### src/rtl/trap_ctrl.sv
// -----------------------------------------------------------------------------
// trap_ctrl -- machine-mode trap controller
//
// Takes synchronous exceptions and one level-sensitive external interrupt and
// holds the trap CSRs: mstatus, mie, mip, mtvec, mepc and mcause. It drives
// single-cycle redirect pulses into the fetch PC mux. That mux gives trap entry
// priority over trap return, and trap return priority over a branch.
//
// Optional feature: define TRAP_VECTORED_EN to enable vectored interrupt mode.
// In that mode mtvec[1:0] is writable with 0 or 1; writes of 2 or 3 store 0.
// When mtvec[1:0]==1 and the trap is an interrupt, the target is
// base + 4*cause. Exceptions always go to base. When TRAP_VECTORED_EN is not
// defined, mtvec[1:0] is hardwired to 0 and only direct mode exists.
//
// Ports
//   clk, reset       clock, synchronous active-high reset
//   exc_valid        synchronous exception this cycle
//   exc_cause        exception code (2 illegal, 3 ebreak, 11 ecall)
//   exc_pc           PC of the faulting instruction
//   irq_ext          external interrupt level, already synchronous to clk
//   pc_resume        PC of the next unexecuted instruction (mepc on interrupt)
//   mret             mret retired this cycle
//   csr_we/addr/wdata  CSR write port
//   csr_rdata        CSR read data, combinational on csr_addr
//   interruptSignal  trap-entry redirect pulse
//   PC_TrapTrigger   trap target PC (continuous view of mtvec)
//   trapReturn       mret redirect pulse
//   PC_TrapReturn    return target (continuous view of mepc)
//   trap_flush       flush younger stages (entry or return pulse)
//   state_dbg        current FSM state (0 RUN, 1 ENTRY, 2 RETURN)
//
// Handshake: this block has no valid/ready handshakes. Every event input is a
// single-cycle qualifier that is sampled only in RUN. An event that arrives in
// ENTRY or RETURN is dropped, because the pipeline is being flushed.
// -----------------------------------------------------------------------------
module trap_ctrl #(
   parameter int            N       = 64,
   parameter logic [N-1:0]  RST_VEC = '0
) (
   input  logic          clk,
   input  logic          reset,
   input  logic          exc_valid,
   input  logic [3:0]    exc_cause,
   input  logic [N-1:0]  exc_pc,
   input  logic          irq_ext,
   input  logic [N-1:0]  pc_resume,
   input  logic          mret,
   input  logic          csr_we,
   input  logic [11:0]   csr_addr,
   input  logic [N-1:0]  csr_wdata,
   output logic [N-1:0]  csr_rdata,
   output logic          interruptSignal,
   output logic [N-1:0]  PC_TrapTrigger,
   output logic          trapReturn,
   output logic [N-1:0]  PC_TrapReturn,
   output logic          trap_flush,
   output logic [1:0]    state_dbg
);

   localparam logic [11:0] A_MSTATUS = 12'h300;
   localparam logic [11:0] A_MIE     = 12'h304;
   localparam logic [11:0] A_MTVEC   = 12'h305;
   localparam logic [11:0] A_MEPC    = 12'h341;
   localparam logic [11:0] A_MCAUSE  = 12'h342;
   localparam logic [11:0] A_MIP     = 12'h344;

   typedef enum logic [1:0] {
      ST_RUN    = 2'd0,
      ST_ENTRY  = 2'd1,
      ST_RETURN = 2'd2
   } state_t;

   state_t        state;
   logic          st_mie;     // mstatus.MIE
   logic          st_mpie;    // mstatus.MPIE
   logic          meie;       // mie.MEIE
   logic [N-1:0]  mtvec;
   logic [N-1:0]  mepc;
   logic [N-1:0]  mcause;

   // Event decode. The priority is exception, then interrupt, then mret.
   logic take_exc, take_irq, take_entry, take_ret;
   assign take_exc   = (state == ST_RUN) && exc_valid;
   assign take_irq   = (state == ST_RUN) && !exc_valid && irq_ext && st_mie && meie;
   assign take_entry = take_exc || take_irq;
   assign take_ret   = (state == ST_RUN) && !take_entry && mret;

   // A CSR write loses only to a trap update of the same CSR on the same edge.
   // Writes to every other CSR still land.
   logic wr_mstatus, wr_mie, wr_mtvec, wr_mepc, wr_mcause;
   assign wr_mstatus = csr_we && (csr_addr == A_MSTATUS) && !take_entry && !take_ret;
   assign wr_mie     = csr_we && (csr_addr == A_MIE);
   assign wr_mtvec   = csr_we && (csr_addr == A_MTVEC);
   assign wr_mepc    = csr_we && (csr_addr == A_MEPC)   && !take_entry;
   assign wr_mcause  = csr_we && (csr_addr == A_MCAUSE) && !take_entry;

   // mtvec as stored: the mode bits are kept only when vectored mode exists.
   logic [N-1:0] mtvec_wval;
   logic [N-1:0] mtvec_rst;
`ifdef TRAP_VECTORED_EN
   assign mtvec_wval = {csr_wdata[N-1:2], (csr_wdata[1:0] == 2'b01) ? 2'b01 : 2'b00};
   assign mtvec_rst  = {RST_VEC[N-1:2], (RST_VEC[1:0] == 2'b01) ? 2'b01 : 2'b00};
`else
   assign mtvec_wval = {csr_wdata[N-1:2], 2'b00};
   assign mtvec_rst  = {RST_VEC[N-1:2], 2'b00};
`endif

   logic [N-1:0] entry_mepc;
   logic [N-1:0] entry_mcause;
   assign entry_mepc   = take_exc ? {exc_pc[N-1:2], 2'b00} : {pc_resume[N-1:2], 2'b00};
   assign entry_mcause = take_exc ? {{(N-4){1'b0}}, exc_cause}
                                  : {1'b1, {(N-5){1'b0}}, 4'd11};

   always_ff @(posedge clk) begin
      if (reset) begin
         state           <= ST_RUN;
         st_mie          <= 1'b0;
         st_mpie         <= 1'b0;
         meie            <= 1'b0;
         mtvec           <= mtvec_rst;
         mepc            <= '0;
         mcause          <= '0;
         interruptSignal <= 1'b0;
         trapReturn      <= 1'b0;
         trap_flush      <= 1'b0;
      end else begin
         if (wr_mstatus) begin
            st_mie  <= csr_wdata[3];
            st_mpie <= csr_wdata[7];
         end
         if (wr_mie)    meie   <= csr_wdata[11];
         if (wr_mtvec)  mtvec  <= mtvec_wval;
         if (wr_mepc)   mepc   <= {csr_wdata[N-1:2], 2'b00};
         if (wr_mcause) mcause <= csr_wdata;

         interruptSignal <= 1'b0;
         trapReturn      <= 1'b0;
         trap_flush      <= 1'b0;

         case (state)
            ST_RUN: begin
               if (take_entry) begin
                  state           <= ST_ENTRY;
                  interruptSignal <= 1'b1;
                  trap_flush      <= 1'b1;
                  mepc            <= entry_mepc;
                  mcause          <= entry_mcause;
                  st_mpie         <= st_mie;
                  st_mie          <= 1'b0;
               end else if (take_ret) begin
                  state      <= ST_RETURN;
                  trapReturn <= 1'b1;
                  trap_flush <= 1'b1;
                  st_mie     <= st_mpie;
                  st_mpie    <= 1'b1;
               end
            end
            // ENTRY and RETURN each last one cycle and ignore new events.
            default: state <= ST_RUN;
         endcase
      end
   end

   // Redirect targets are continuous views, so a CSR write that lands in RUN
   // is visible to fetch on the following cycle.
   logic [N-1:0] tvec_base;
   assign tvec_base = {mtvec[N-1:2], 2'b00};

`ifdef TRAP_VECTORED_EN
   always_comb begin
      PC_TrapTrigger = tvec_base;
      if ((mtvec[1:0] == 2'b01) && mcause[N-1])
         PC_TrapTrigger = tvec_base + {{(N-6){1'b0}}, mcause[3:0], 2'b00};
   end
`else
   assign PC_TrapTrigger = tvec_base;
`endif

   assign PC_TrapReturn = mepc;
   assign state_dbg     = state;

   always_comb begin
      csr_rdata = '0;
      case (csr_addr)
         A_MSTATUS: begin
            csr_rdata[3] = st_mie;
            csr_rdata[7] = st_mpie;
         end
         A_MIE:    csr_rdata[11] = meie;
         A_MIP:    csr_rdata[11] = irq_ext;
         A_MTVEC:  csr_rdata = mtvec;
         A_MEPC:   csr_rdata = mepc;
         A_MCAUSE: csr_rdata = mcause;
         default:  csr_rdata = '0;
      endcase
   end

endmodule

### config.mk
export PLATFORM = sky130hd
export DESIGN_NAME = trap_ctrl
export DESIGN_NICKNAME = d
export VERILOG_FILES = /design/src/rtl/trap_ctrl.sv
export SDC_FILE = /design/constraint.sdc
export NUM_CORES = 1
export LEC_CHECK = 0
export ABC_AREA = 1
export CORE_AREA = 2 2 161 163
export DETAILED_ROUTE_END_ITERATION = 12
export DIE_AREA = 0 0 163 165
export GPL_ROUTABILITY_DRIVEN = 0
export PLACE_DENSITY = 0.79
export REMOVE_ABC_BUFFERS = 1
export SETUP_SLACK_MARGIN = 0.05
export SYNTH_ARGS = -nofsm -noshare
export SYNTH_HDL_FRONTEND = slang
export SYNTH_SLANG_ARGS = --single-unit
### constraint.sdc
create_clock -name clk -period 5.9 [get_ports clk]
set_input_delay 1.77 -clock clk [delete_from_list [all_inputs] [get_ports clk]]
set_output_delay 1.77 -clock clk [all_outputs]
set_load 0.005 [all_outputs]
==> results by stage <==
Final layout:
- The number of diodes added for antenna fixing is 0.
- The final layout contains 1,931 nets.
- Cells with a size suffix above 1 make up 8.497% of the layout.
- Relative to the synthesized area, the layout overhead comes to 49.79%.
- Cells fill 58.14% of the core in the end.

Timing:
- The achievable frequency is 0.1728 GHz.
- The final number of max-transition violations is 0.
- Setup repair after global routing left no endpoint under its margin.
- The final critical-path share of the clock period is 98.08%.
- In the final timing run, aggregate negative setup slack is 0 ps.
- Headroom to the max-slew limit came out at 30.46%.
- The smallest clock period supported by the final layout is computed as 5786 ps.
- The total setup violations reported at the end of the flow is 0.
- The final worst clock skew is 12.80 ps.
- At the pin with the least slew margin, the transition time is 1043 ps.
- The final hold violation count is 0.

Yosys:
- The number of flip-flops and latches in the synthesized netlist is 198.
- In this run the mean area of a mapped cell was 7.134 um2.
- In this run, distinct cell masters in the synthesized netlist total 28.
- In the synthesized netlist, the number of instances is 1,362.
- After synthesis the cells add up to 9717 um2.
- The count of yosys warnings during synthesis is 0.
- Sequential elements use 40.79% of the synthesized area.

Clock tree:
- The number of setup buffers added after CTS is 0.
- The latest clock arrival within the worst-skew pair is 430 ps.
- After clock tree synthesis, the flow added hold-fix buffers numbering 0.
- The longest clock path from root to sink contains 2 buffers.
- The number of clock sinks is 198.
- In this run, CTS created clock tree buffers numbering 17.
- After clock tree synthesis, the clock-pin slew on the worst setup and hold paths is 80 ps.
- The TritonCTS clock tree is yes.
- The cell at the root of the clock tree is sky130_fd_sc_hd__clkbuf_16.
- The clock tree synthesis step divided the H-tree into 4 levels.

Power and ir drop:
- The clock share of power is 38.1%.
- The maximum VDD drop is 0.1952 mV.
- Power spread over the standard cell area amounts to 208.4 nW/um2.
- The switching share of total power is 27.21%.
- Combinational cells account for 15.6% of the total power.
- The sequential cell fraction of total power is 46.3%.
- The net switching power is 0.0008252 W.
- Summed over all cells, the static leakage comes to 6.030 nW.
- The internal portion of the total power is 0.002207 W.

Detailed routing:
- The antenna violation net count after detailed routing is 0.
- The length of the first detailed-routing pass in iterations is 5.
- The routed layout has 10,700 vias.
- The post-route DRC violation count is 0.
- For this block, the routed nets add up to 36,450 um of wire.
- The number of DRC markers in iteration 0 is 793.
- The per-cell routed wire length is 17.70 um.
- The average via count per standard cell is 5.192.

Global routing:
- The total overflow left after global routing is 0.
- The number of antenna violations at the first check in global routing was 0.
- The number of global-route vias before repair is 10,440.
- The wire length of the first global-routing pass is 55,050 um.
- For this run, the total global-route usage over all layers was measured as 26.15%.
- Entering global routing, the biggest net connects 66 pins.

Setup path:
- Data on the critical path arrives at its endpoint at 4020 ps.
- The type of the worst setup path is in2out.
- For the worst setup path, the data required time is 4130 ps.
- The worst setup path is launched from an input port.
- In this run the worst path has a maximum fanout of 35.
- STA classifies the critical path endpoint as an output port.

Placement:
- The number of port buffers is 404.
- The HPWL after detailed placement is 25,480 um.

Floorplanning:
- The height of the chip is 165 um.
- The full die area is 26,900 um2.
- During I/O placement, the number of pins put on the boundary was 411.
- The width of the die is 163 um.
- In this run the core area contains 58 standard-cell rows.
- The core region is 25,040 um2.
- The starting density of the core is 38.81%.

Run status:
- The flow ran to the end, and the final reports show no timing, DRC or antenna violations.

Flow run:
- The number of maximum-capacitance violations is 0.

Hold path:
- The tightest min-delay check is of the reg2reg type.
metal layers:
metal  track usage [%]  vias to the layer above  routed length, um
li1                  -                     5192                  -
met5                 0                        -                  0
met4             10.42                        0               1027
met1             30.12                     4951              14240
met3             6.303                       63               3073
met2             46.65                      490              18110
cells in the final DEF (no fill, tap or decap), drive strengths merged:
cell type | netlist | final
a21oi | 123 | 123
buf | 55 | 28
clkbuf | 42 | 19
clkdlybuf4s50 | 0 | 400
clkinv | 0 | 7
conb | 1 | 2
dfxtp | 198 | 198
dlymetal6s2s | 0 | 4
inv | 220 | 226
nand2 | 286 | 286
nand3 | 81 | 81
nand4 | 4 | 4
nor2 | 25 | 25
nor3 | 10 | 10
o2111ai | 2 | 2
o211ai | 61 | 61
o21ai | 133 | 133
o221ai | 59 | 59
o22ai | 1 | 1
or2 | 61 | 61
power groups by stage:
| stage | registers (W) | clock network, W | logic (W) |
|---|---|---|---|
| 6_report | 0.00140 | 0.00116 | 0.000473 |
| 3_3_place_gp | 0.00143 | 0 | 0.000462 |
| 2_1_floorplan | 0.00144 | 0 | 0.000170 |
| 3_5_place_dp | 0.00143 | 0 | 0.000471 |
| 5_1_grt | 0.00141 | 0.00124 | 0.000514 |
| 4_1_cts | 0.00140 | 0.00118 | 0.000473 |
path summary, 6_finish.rpt:
| check | from | end | depth (start not counted) | slack, ps |
|---|---|---|---|---|
| max | csr_addr[9] | csr_rdata[30] | 11 | 110 |
| min | mtvec[18] | mtvec[18] | 2 | 470 |
| max reg2reg | state_dbg[1] | PC_TrapReturn[52] | 9 | 3590 |
| min reg2reg | mtvec[18] | mtvec[18] | 2 | 470 |
logic make-up (layout without fill, tap and decap cells):
group                  count (synthesis)  count (layout)  synth area share, %
DFF                                  198             198                40.79
and+or+nand+nor                      467             467                22.02
AOI/OAI and AO/OA                    379             379                23.46
buffers and inverters                317             684                13.69
other                                  1               2              0.03859
synth_stat cells:
library cell | n | area share (%)
sky130_fd_sc_hd__nand3_2 | 3 | 0.31
sky130_fd_sc_hd__conb_1 | 1 | 0.039
sky130_fd_sc_hd__nor3_1 | 6 | 0.31
sky130_fd_sc_hd__o221ai_1 | 59 | 5.3
sky130_fd_sc_hd__inv_2 | 5 | 0.19
sky130_fd_sc_hd__nand3_1 | 78 | 4.0
sky130_fd_sc_hd__nor2_2 | 6 | 0.39
sky130_fd_sc_hd__buf_6 | 9 | 1.0
sky130_fd_sc_hd__a21oi_1 | 123 | 6.3
sky130_fd_sc_hd__inv_1 | 215 | 8.3
sky130_fd_sc_hd__nor3_4 | 3 | 0.50
sky130_fd_sc_hd__nor3_2 | 1 | 0.10
sky130_fd_sc_hd__nor2_8 | 1 | 0.21
sky130_fd_sc_hd__or2_2 | 61 | 3.9
sky130_fd_sc_hd__nand2_2 | 4 | 0.26
sky130_fd_sc_hd__o2111ai_1 | 2 | 0.18
sky130_fd_sc_hd__o22ai_1 | 1 | 0.064
sky130_fd_sc_hd__o21ai_1 | 18 | 0.93
sky130_fd_sc_hd__o21ai_0 | 115 | 5.9
sky130_fd_sc_hd__nand2_1 | 282 | 11
sky130_fd_sc_hd__buf_2 | 40 | 2.1
sky130_fd_sc_hd__dfxtp_1 | 198 | 41
sky130_fd_sc_hd__buf_4 | 6 | 0.46
sky130_fd_sc_hd__nor2_4 | 2 | 0.23
sky130_fd_sc_hd__clkbuf_1 | 42 | 1.6
sky130_fd_sc_hd__nor2_1 | 16 | 0.62
sky130_fd_sc_hd__nand4_1 | 4 | 0.26
sky130_fd_sc_hd__o211ai_1 | 61 | 4.7
what timing repair did:
item                                    CTS  global route
endpoints found under the setup margin    0             9
resized for setup                         0             5
hold endpoints to repair                  0             0
final cells by class:
type | instances | area (um2)
multi-input combinational | 848 | 4454
clock buffer | 19 | 432.9
clock inverter | 13 | 138.9
tap | 330 | 412.9
sequential | 198 | 3964
inverter | 220 | 825.8
timing repair buffer | 432 | 4327
fill | 2292 | 10480
through the flow:
step / instance area, um2 / hold WS (ps) / setup WS, ps / power (W) / instances
after CTS: 14540 / 470.0 / 90.91 / 0.003058 / 2060
after detailed placement: 13970 / 453.4 / 88.04 / 0.001905 / 2028
after global routing: 14560 / 489.0 / 55.30 / 0.003159 / 2060
final: 14560 / 471.6 / 113.5 / 0.003033 / 2060
after floorplan: 9216 / 446.9 / 542.6 / 0.001605 / 1266
after global placement: 13970 / 447.7 / 80.89 / 0.001896 / 2028
worst max-delay path, cell delays in order:
cell                              delay [ps]
sky130_fd_sc_hd__clkdlybuf4s50_1         450
sky130_fd_sc_hd__nand2_1                  50
sky130_fd_sc_hd__inv_1                    70
sky130_fd_sc_hd__nand2_2                  90
sky130_fd_sc_hd__nor2_1                  130
sky130_fd_sc_hd__nand2_1                 130
sky130_fd_sc_hd__nor2_4                  140
sky130_fd_sc_hd__inv_2                    70
sky130_fd_sc_hd__buf_12                  180
sky130_fd_sc_hd__o221ai_1                330
sky130_fd_sc_hd__clkdlybuf4s50_1         580
state kept, by name, summed over array words and instances, names as in the netlist, 2 cells and up:
register / cells
state_dbg: 2
mcause: 64
PC_TrapReturn: 64
mtvec: 62
No activity file was read; power rests on OpenSTA's default activity.
